### config.mk
export PLATFORM = sky130hd
export DESIGN_NAME = ila_refinement_monitor
export DESIGN_NICKNAME = d
export VERILOG_FILES = /design/src/rtl/ila_refinement_monitor.sv
export SDC_FILE = /design/constraint.sdc
export NUM_CORES = 1
export LEC_CHECK = 0
export ABC_AREA = 0
export CORE_MARGIN = 1
export CORE_UTILIZATION = 42
export DETAILED_ROUTE_END_ITERATION = 8
export PLACE_DENSITY = 0.76
export SLEW_MARGIN = 10
export SYNTH_ARGS = -nofsm -noshare
export SYNTH_HDL_FRONTEND = slang
export SYNTH_SLANG_ARGS = --single-unit
### constraint.sdc
create_clock -name clk -period 2.05 [get_ports clk]
set_input_delay 0.5125 -clock clk [delete_from_list [all_inputs] [get_ports clk]]
set_output_delay 0.5125 -clock clk [all_outputs]
set_load 0.01 [all_outputs]
### src/rtl/ila_refinement_monitor.sv
// Per-instruction refinement verdict monitor for the oc8051 ILA-vs-RTL wrapper.
// Turns start / commit / match strobes into one sticky verdict: pass, fail, timeout or vacuous.
module ila_refinement_monitor #(
  parameter int NUM_MAPS   = 30,
  parameter int MAX_CYCLES = 132,
  parameter int CNT_W      = 8,
  parameter int IDX_W      = 5
) (
  input  logic                clk,
  input  logic                rst,
  input  logic                start_i,
  input  logic                pc_change_i,
  input  logic                ila_valid_i,
  input  logic [NUM_MAPS-1:0] match_i,
  output logic [1:0]          state_o,
  output logic [CNT_W-1:0]    cycle_cnt_o,
  output logic                busy_o,
  output logic                done_o,
  output logic                pass_o,
  output logic                fail_o,
  output logic                timeout_o,
  output logic                vacuous_o,
  output logic [NUM_MAPS-1:0] mismatch_vec_o,
  output logic [IDX_W-1:0]    first_fail_idx_o
);

  typedef enum logic [1:0] {
    IDLE  = 2'd0,
    RUN   = 2'd1,
    CHECK = 2'd2,
    DONE  = 2'd3
  } state_t;

  localparam logic [CNT_W-1:0] CNT_MAX = CNT_W'(MAX_CYCLES);

  state_t              state_reg;
  logic [CNT_W-1:0]    cnt_reg;
  logic                done_reg;
  logic                pass_reg;
  logic                fail_reg;
  logic                timeout_reg;
  logic                vacuous_reg;
  logic [NUM_MAPS-1:0] mismatch_reg;
  logic [IDX_W-1:0]    idx_reg;

  logic [NUM_MAPS-1:0] miss_vec;
  logic [IDX_W-1:0]    first_idx_next;

  assign miss_vec = ~match_i;

  // Scan from the top so the lowest failing map wins.
  always_comb begin
    first_idx_next = '0;
    for (int i = NUM_MAPS - 1; i >= 0; i--) begin
      if (miss_vec[i]) first_idx_next = IDX_W'(i);
    end
  end

  always_ff @(posedge clk or posedge rst) begin
    if (rst) begin
      state_reg    <= IDLE;
      cnt_reg      <= '0;
      done_reg     <= 1'b0;
      pass_reg     <= 1'b0;
      fail_reg     <= 1'b0;
      timeout_reg  <= 1'b0;
      vacuous_reg  <= 1'b0;
      mismatch_reg <= '0;
      idx_reg      <= '0;
    end else begin
      done_reg <= 1'b0;
      unique case (state_reg)
        IDLE, DONE: begin
          if (start_i) begin
            state_reg    <= RUN;
            cnt_reg      <= '0;
            pass_reg     <= 1'b0;
            fail_reg     <= 1'b0;
            timeout_reg  <= 1'b0;
            vacuous_reg  <= 1'b0;
            mismatch_reg <= '0;
            idx_reg      <= '0;
          end
        end
        RUN: begin
          // Commit beats timeout; the counter freezes on the commit edge.
          if (pc_change_i) begin
            state_reg <= CHECK;
          end else if (cnt_reg == CNT_MAX) begin
            state_reg    <= DONE;
            done_reg     <= 1'b1;
            timeout_reg  <= 1'b1;
            fail_reg     <= 1'b1;
            mismatch_reg <= '0;
            idx_reg      <= '0;
          end else begin
            cnt_reg <= cnt_reg + CNT_W'(1);
          end
        end
        CHECK: begin
          state_reg <= DONE;
          done_reg  <= 1'b1;
          if (!ila_valid_i) begin
            vacuous_reg <= 1'b1;
          end else if (&match_i) begin
            pass_reg <= 1'b1;
          end else begin
            fail_reg     <= 1'b1;
            mismatch_reg <= miss_vec;
            idx_reg      <= first_idx_next;
          end
        end
        default: state_reg <= IDLE;
      endcase
    end
  end

  assign state_o          = state_reg;
  assign cycle_cnt_o      = cnt_reg;
  assign busy_o           = (state_reg == RUN) || (state_reg == CHECK);
  assign done_o           = done_reg;
  assign pass_o           = pass_reg;
  assign fail_o           = fail_reg;
  assign timeout_o        = timeout_reg;
  assign vacuous_o        = vacuous_reg;
  assign mismatch_vec_o   = mismatch_reg;
  assign first_fail_idx_o = idx_reg;

endmodule

==> metrics.md <==
| Metric | Value |
|---|---|
| Max VDD drop | 1.178 mV |
| Share of layout cells above drive strength 1 | 0.2721 |
| Skew final | 0.009333 ns |
| Comb pwr share | 0.595 |
| Static Leak | about 0.0019 uW |
| Relative slew slack | 0.6918 |
| DRC viols | 0 |
| Crit-path cells | clkdlybuf4s50_1 -> nand4_1 -> nor4b_4 -> and3_4 -> or2_4 -> mux2_4 |
| Crit path launch type | input pin |
| CTS tree | yes |
| Die ar. | about 0.0070 mm^2 |
| DRT Pass-1 Iters | 4 |
| Critical-path top delay cell | clkdlybuf4s50_1 |
| Fin. max-slew vios | 0 |
| M1 WL | 3631 um |
| Met2 routed WL | approximately 3800 um |
| H-tree lvl count | 2 |
| Core ar. | between 0.006 and 0.007 mm^2 |
| Synth unique cells | 45 |
| GRT Total Usage | 0.2371 |
| Post-synthesis cell count | a little under 300 |
| CP Max Fanout | 5 |
| Top cells by area, synth | dfrtp_1, o21ai_2, o21ai_0 |
| HP Class | flip-flop to flip-flop |
| Critical path class | input pin to flip-flop |
| PwrDens | 1209 mW/mm^2 |
| DR vias/cell | 5.421 |
| Part of the cycle the worst path needs | 0.9846 |
| Number of diodes | 0 |
| Sink Count | 50 |
| Top Ports | 86 |
| Required @ worst endpoint | 2.25 ns |
| Final setup fails | 0 |
| Routed wl met3 | between 400 and 500 um |
| DR top layer | met4 |
| Vias | between 2k and 3k |
| Tmin final | roughly 2.0 ns |
| Top cell type by total area after synthesis | dfrtp_1 |
| Main flop type after synthesis | dfrtp_1 |
| Drt initial violations | between 100 and 150 |
| Worst-Skew Late Latency | approximately 0.30 ns |
| CP peak stage delay | 0.49 ns |
| DRT antenna net count | 0 |
| I/O Buffers | 85 |
| Fin. Hold Viols | 0 |
| Wirelength per Cell | 15.47 um |
| Total CTS buffers | 5 |
| Max clock buf depth | 2 |
| Fmax | around 500 MHz |
| Async SR Flop Fraction | 1.000 |
| WL final | 8014 um |
| Chip height | 83.58 um |
| Most frequent cell after synthesis | dfrtp_1 |
| Worst Max-Slew Pin Slew | between 0.4 and 0.5 ns |
| Post-synth top area share | 0.4476 |
| Worst-path clk slew | 0.09 ns |
| Delay-heaviest family, CP | simple AND/OR/NAND/NOR gates |
| Synth top cells by count | dfrtp_1, o21ai_0, nand2b_1 |
| Largest net degree at the start of global routing | 37 |
| Congestion Overflow GR | 0 |
| First-pass GRT wire length | 13280 um |
| GPL Wtd Cong | between 0.8 and 0.9 |
| DPL Wire Length | 6075 um |
| # rows | 29 |
| Status | completed |
| Post-Route Utilization | 0.6797 |
| Int Pwr | 3122 uW |
| Net Sw Frac | 0.4053 |
| WP depth | 6 |
| Cell area after synthesis | 0.002795 mm^2 |
| Clk pwr share | 0.111 |
| Syn-to-layout area delta | 55.28% |
| Worst-case reg-to-reg path depth | 8 |
| Buf+Inv Stages, Crit Path | 1 |
| CP Capture Type | flip-flop |
| Seq cells post-synth | 50 |
| Hold path cells | 2 |
| NumNets Final | 479 |
| Seq pwr share | 0.294 |
| Starting Density | 0.4377 |
| RSZ-0062 raised after global routing | true |
| Number of global-route vias before repair | 2762 |
| Sequential area share after synthesis | 0.4476 |
| Mapped Nets | 335 |
| Hold_ws | 0.5223 ns |
| Initial antenna violation count | 0 |
| Post-synth EDFFs | 0 |
| Clock root cell | clkbuf_8 |
| Sw power | 2127 uW |
| Fin Setup TNS | 0 ns |
| Die width | 83.58 um |
| Max-cap violations | 0 |
| Syn_area_per_cell | 9.443 um^2 |
| Warnings, synthesis | 0 |
| Critical path arrival | 2.21 ns |
## metrics by stage
| step | instance area (um^2) | setup WS [ns] | power, uW | cells |
|---|---|---|---|---|
| 2_1_floorplan | 2800 | 0.02376 | 3180 | 296 |
| 3_3_place_gp | 4170 | -0.3571 | 4478 | 509 |
| 3_5_place_dp | 4170 | -0.4424 | 4557 | 509 |
| 4_1_cts | 4300 | 0.03083 | 5250 | 518 |
| 5_1_grt | 4340 | -0.04400 | 5620 | 518 |
| 6_report | 4340 | 0.03148 | 5249 | 518 |
## state kept, by name, summed over array words and instances, names as in the netlist
signal            cells
cycle_cnt_o           8
done_o                1
fail_o                1
first_fail_idx_o      5
mismatch_vec_o       30
pass_o                1
state_o               2
timeout_o             1
vacuous_o             1
## power by group through the flow
stage,logic (uW),clock network (uW),registers (uW)
final,3120,585,1540
after global routing,3390,646,1580
after floorplan,1490,0,1690
after detailed placement,3000,0,1560
after CTS,3110,601,1540
after global placement,2930,0,1550
## per-layer routing
| metal | up-vias | GRT usage |
|---|---|---|
| li1 | 1342 | - |
| met1 | 1356 | 0.3389 |
| met2 | 94 | 0.3636 |
| met3 | 16 | 0.04352 |
| met4 | 0 | 0.07858 |
| met5 | - | 0 |
## cell families after synthesis
family,after synthesis,synth area share
compound gates,109,0.2686
flops,50,0.4476
simple gates,95,0.1858
mux,2,0.009398
xor+xnor,6,0.01880
fa+ha+maj,4,0.01791
buf+inv,30,0.05193
## worst reg2reg max path: stages, from the launching register on
cell and delay, ns:
dfrtp_1 0.39, inv_1 0.09, ha_1 0.16, nand4b_1 0.18, o31ai_4 0.26, nand3_4 0.10
buf_4 0.24, o21ai_0 0.31, o21ai_2 0.09
## timing repair
item / in CTS / in global routing
pin swaps: 2 / 0
gates cloned: 0 / 0
hold buffers: 0 / 0
buffers inserted: 1 / 0
endpoints found under the setup margin: 36 / 28
resized for setup: 7 / 12
## cells in the final DEF (no fill, tap or decap), drive strengths merged, types with 2 or more instances in the layout
master / synthesis / routed
nor2: 15 / 15
o21ai: 73 / 73
a31oi: 5 / 5
or3: 2 / 2
clkdlybuf4s50: 0 / 80
inv: 14 / 14
o211ai: 3 / 3
nor3: 5 / 5
a211oi: 5 / 5
clkbuf: 10 / 7
nand2b: 30 / 30
and3: 3 / 3
nand2: 20 / 20
xnor2: 6 / 6
nand4: 4 / 4
mux2: 2 / 2
a21oi: 8 / 8
a2111oi: 3 / 3
buf: 6 / 68
ha: 4 / 4
dlymetal6s2s: 0 / 4
a311oi: 2 / 2
nor2b: 3 / 3
a21o: 2 / 2
nand3: 7 / 7
dfrtp: 50 / 50
## final cells by class
cell class	count	area (um^2)
well taps	77	96.34
fillers	528	2046
clock buffers	7	86.33
flip-flops and latches	50	1251
multi-input cells	216	1455
clock inverters	1	5.005
repair buffers	153	1394
inverters	14	52.55
## final timing paths
check,startpoint,to,slack (ns)
min,mismatch_vec_o[16]$_DFFE_PP0P_,mismatch_vec_o[16]$_DFFE_PP0P_,0.52
max in group asynchronous,rst,state_o[0]$_DFFE_PP0P_,1.02
max reg2reg,cycle_cnt_o[0]$_DFFE_PP0P_,mismatch_vec_o[1]$_DFFE_PP0P_,0.12
max,match_i[14],first_fail_idx_o[1]$_DFFE_PP0P_,0.03
min in group asynchronous,rst,mismatch_vec_o[15]$_DFFE_PP0P_,0.54
min reg2reg,mismatch_vec_o[16]$_DFFE_PP0P_,mismatch_vec_o[16]$_DFFE_PP0P_,0.52
Power figures use the tool's default switching activity.
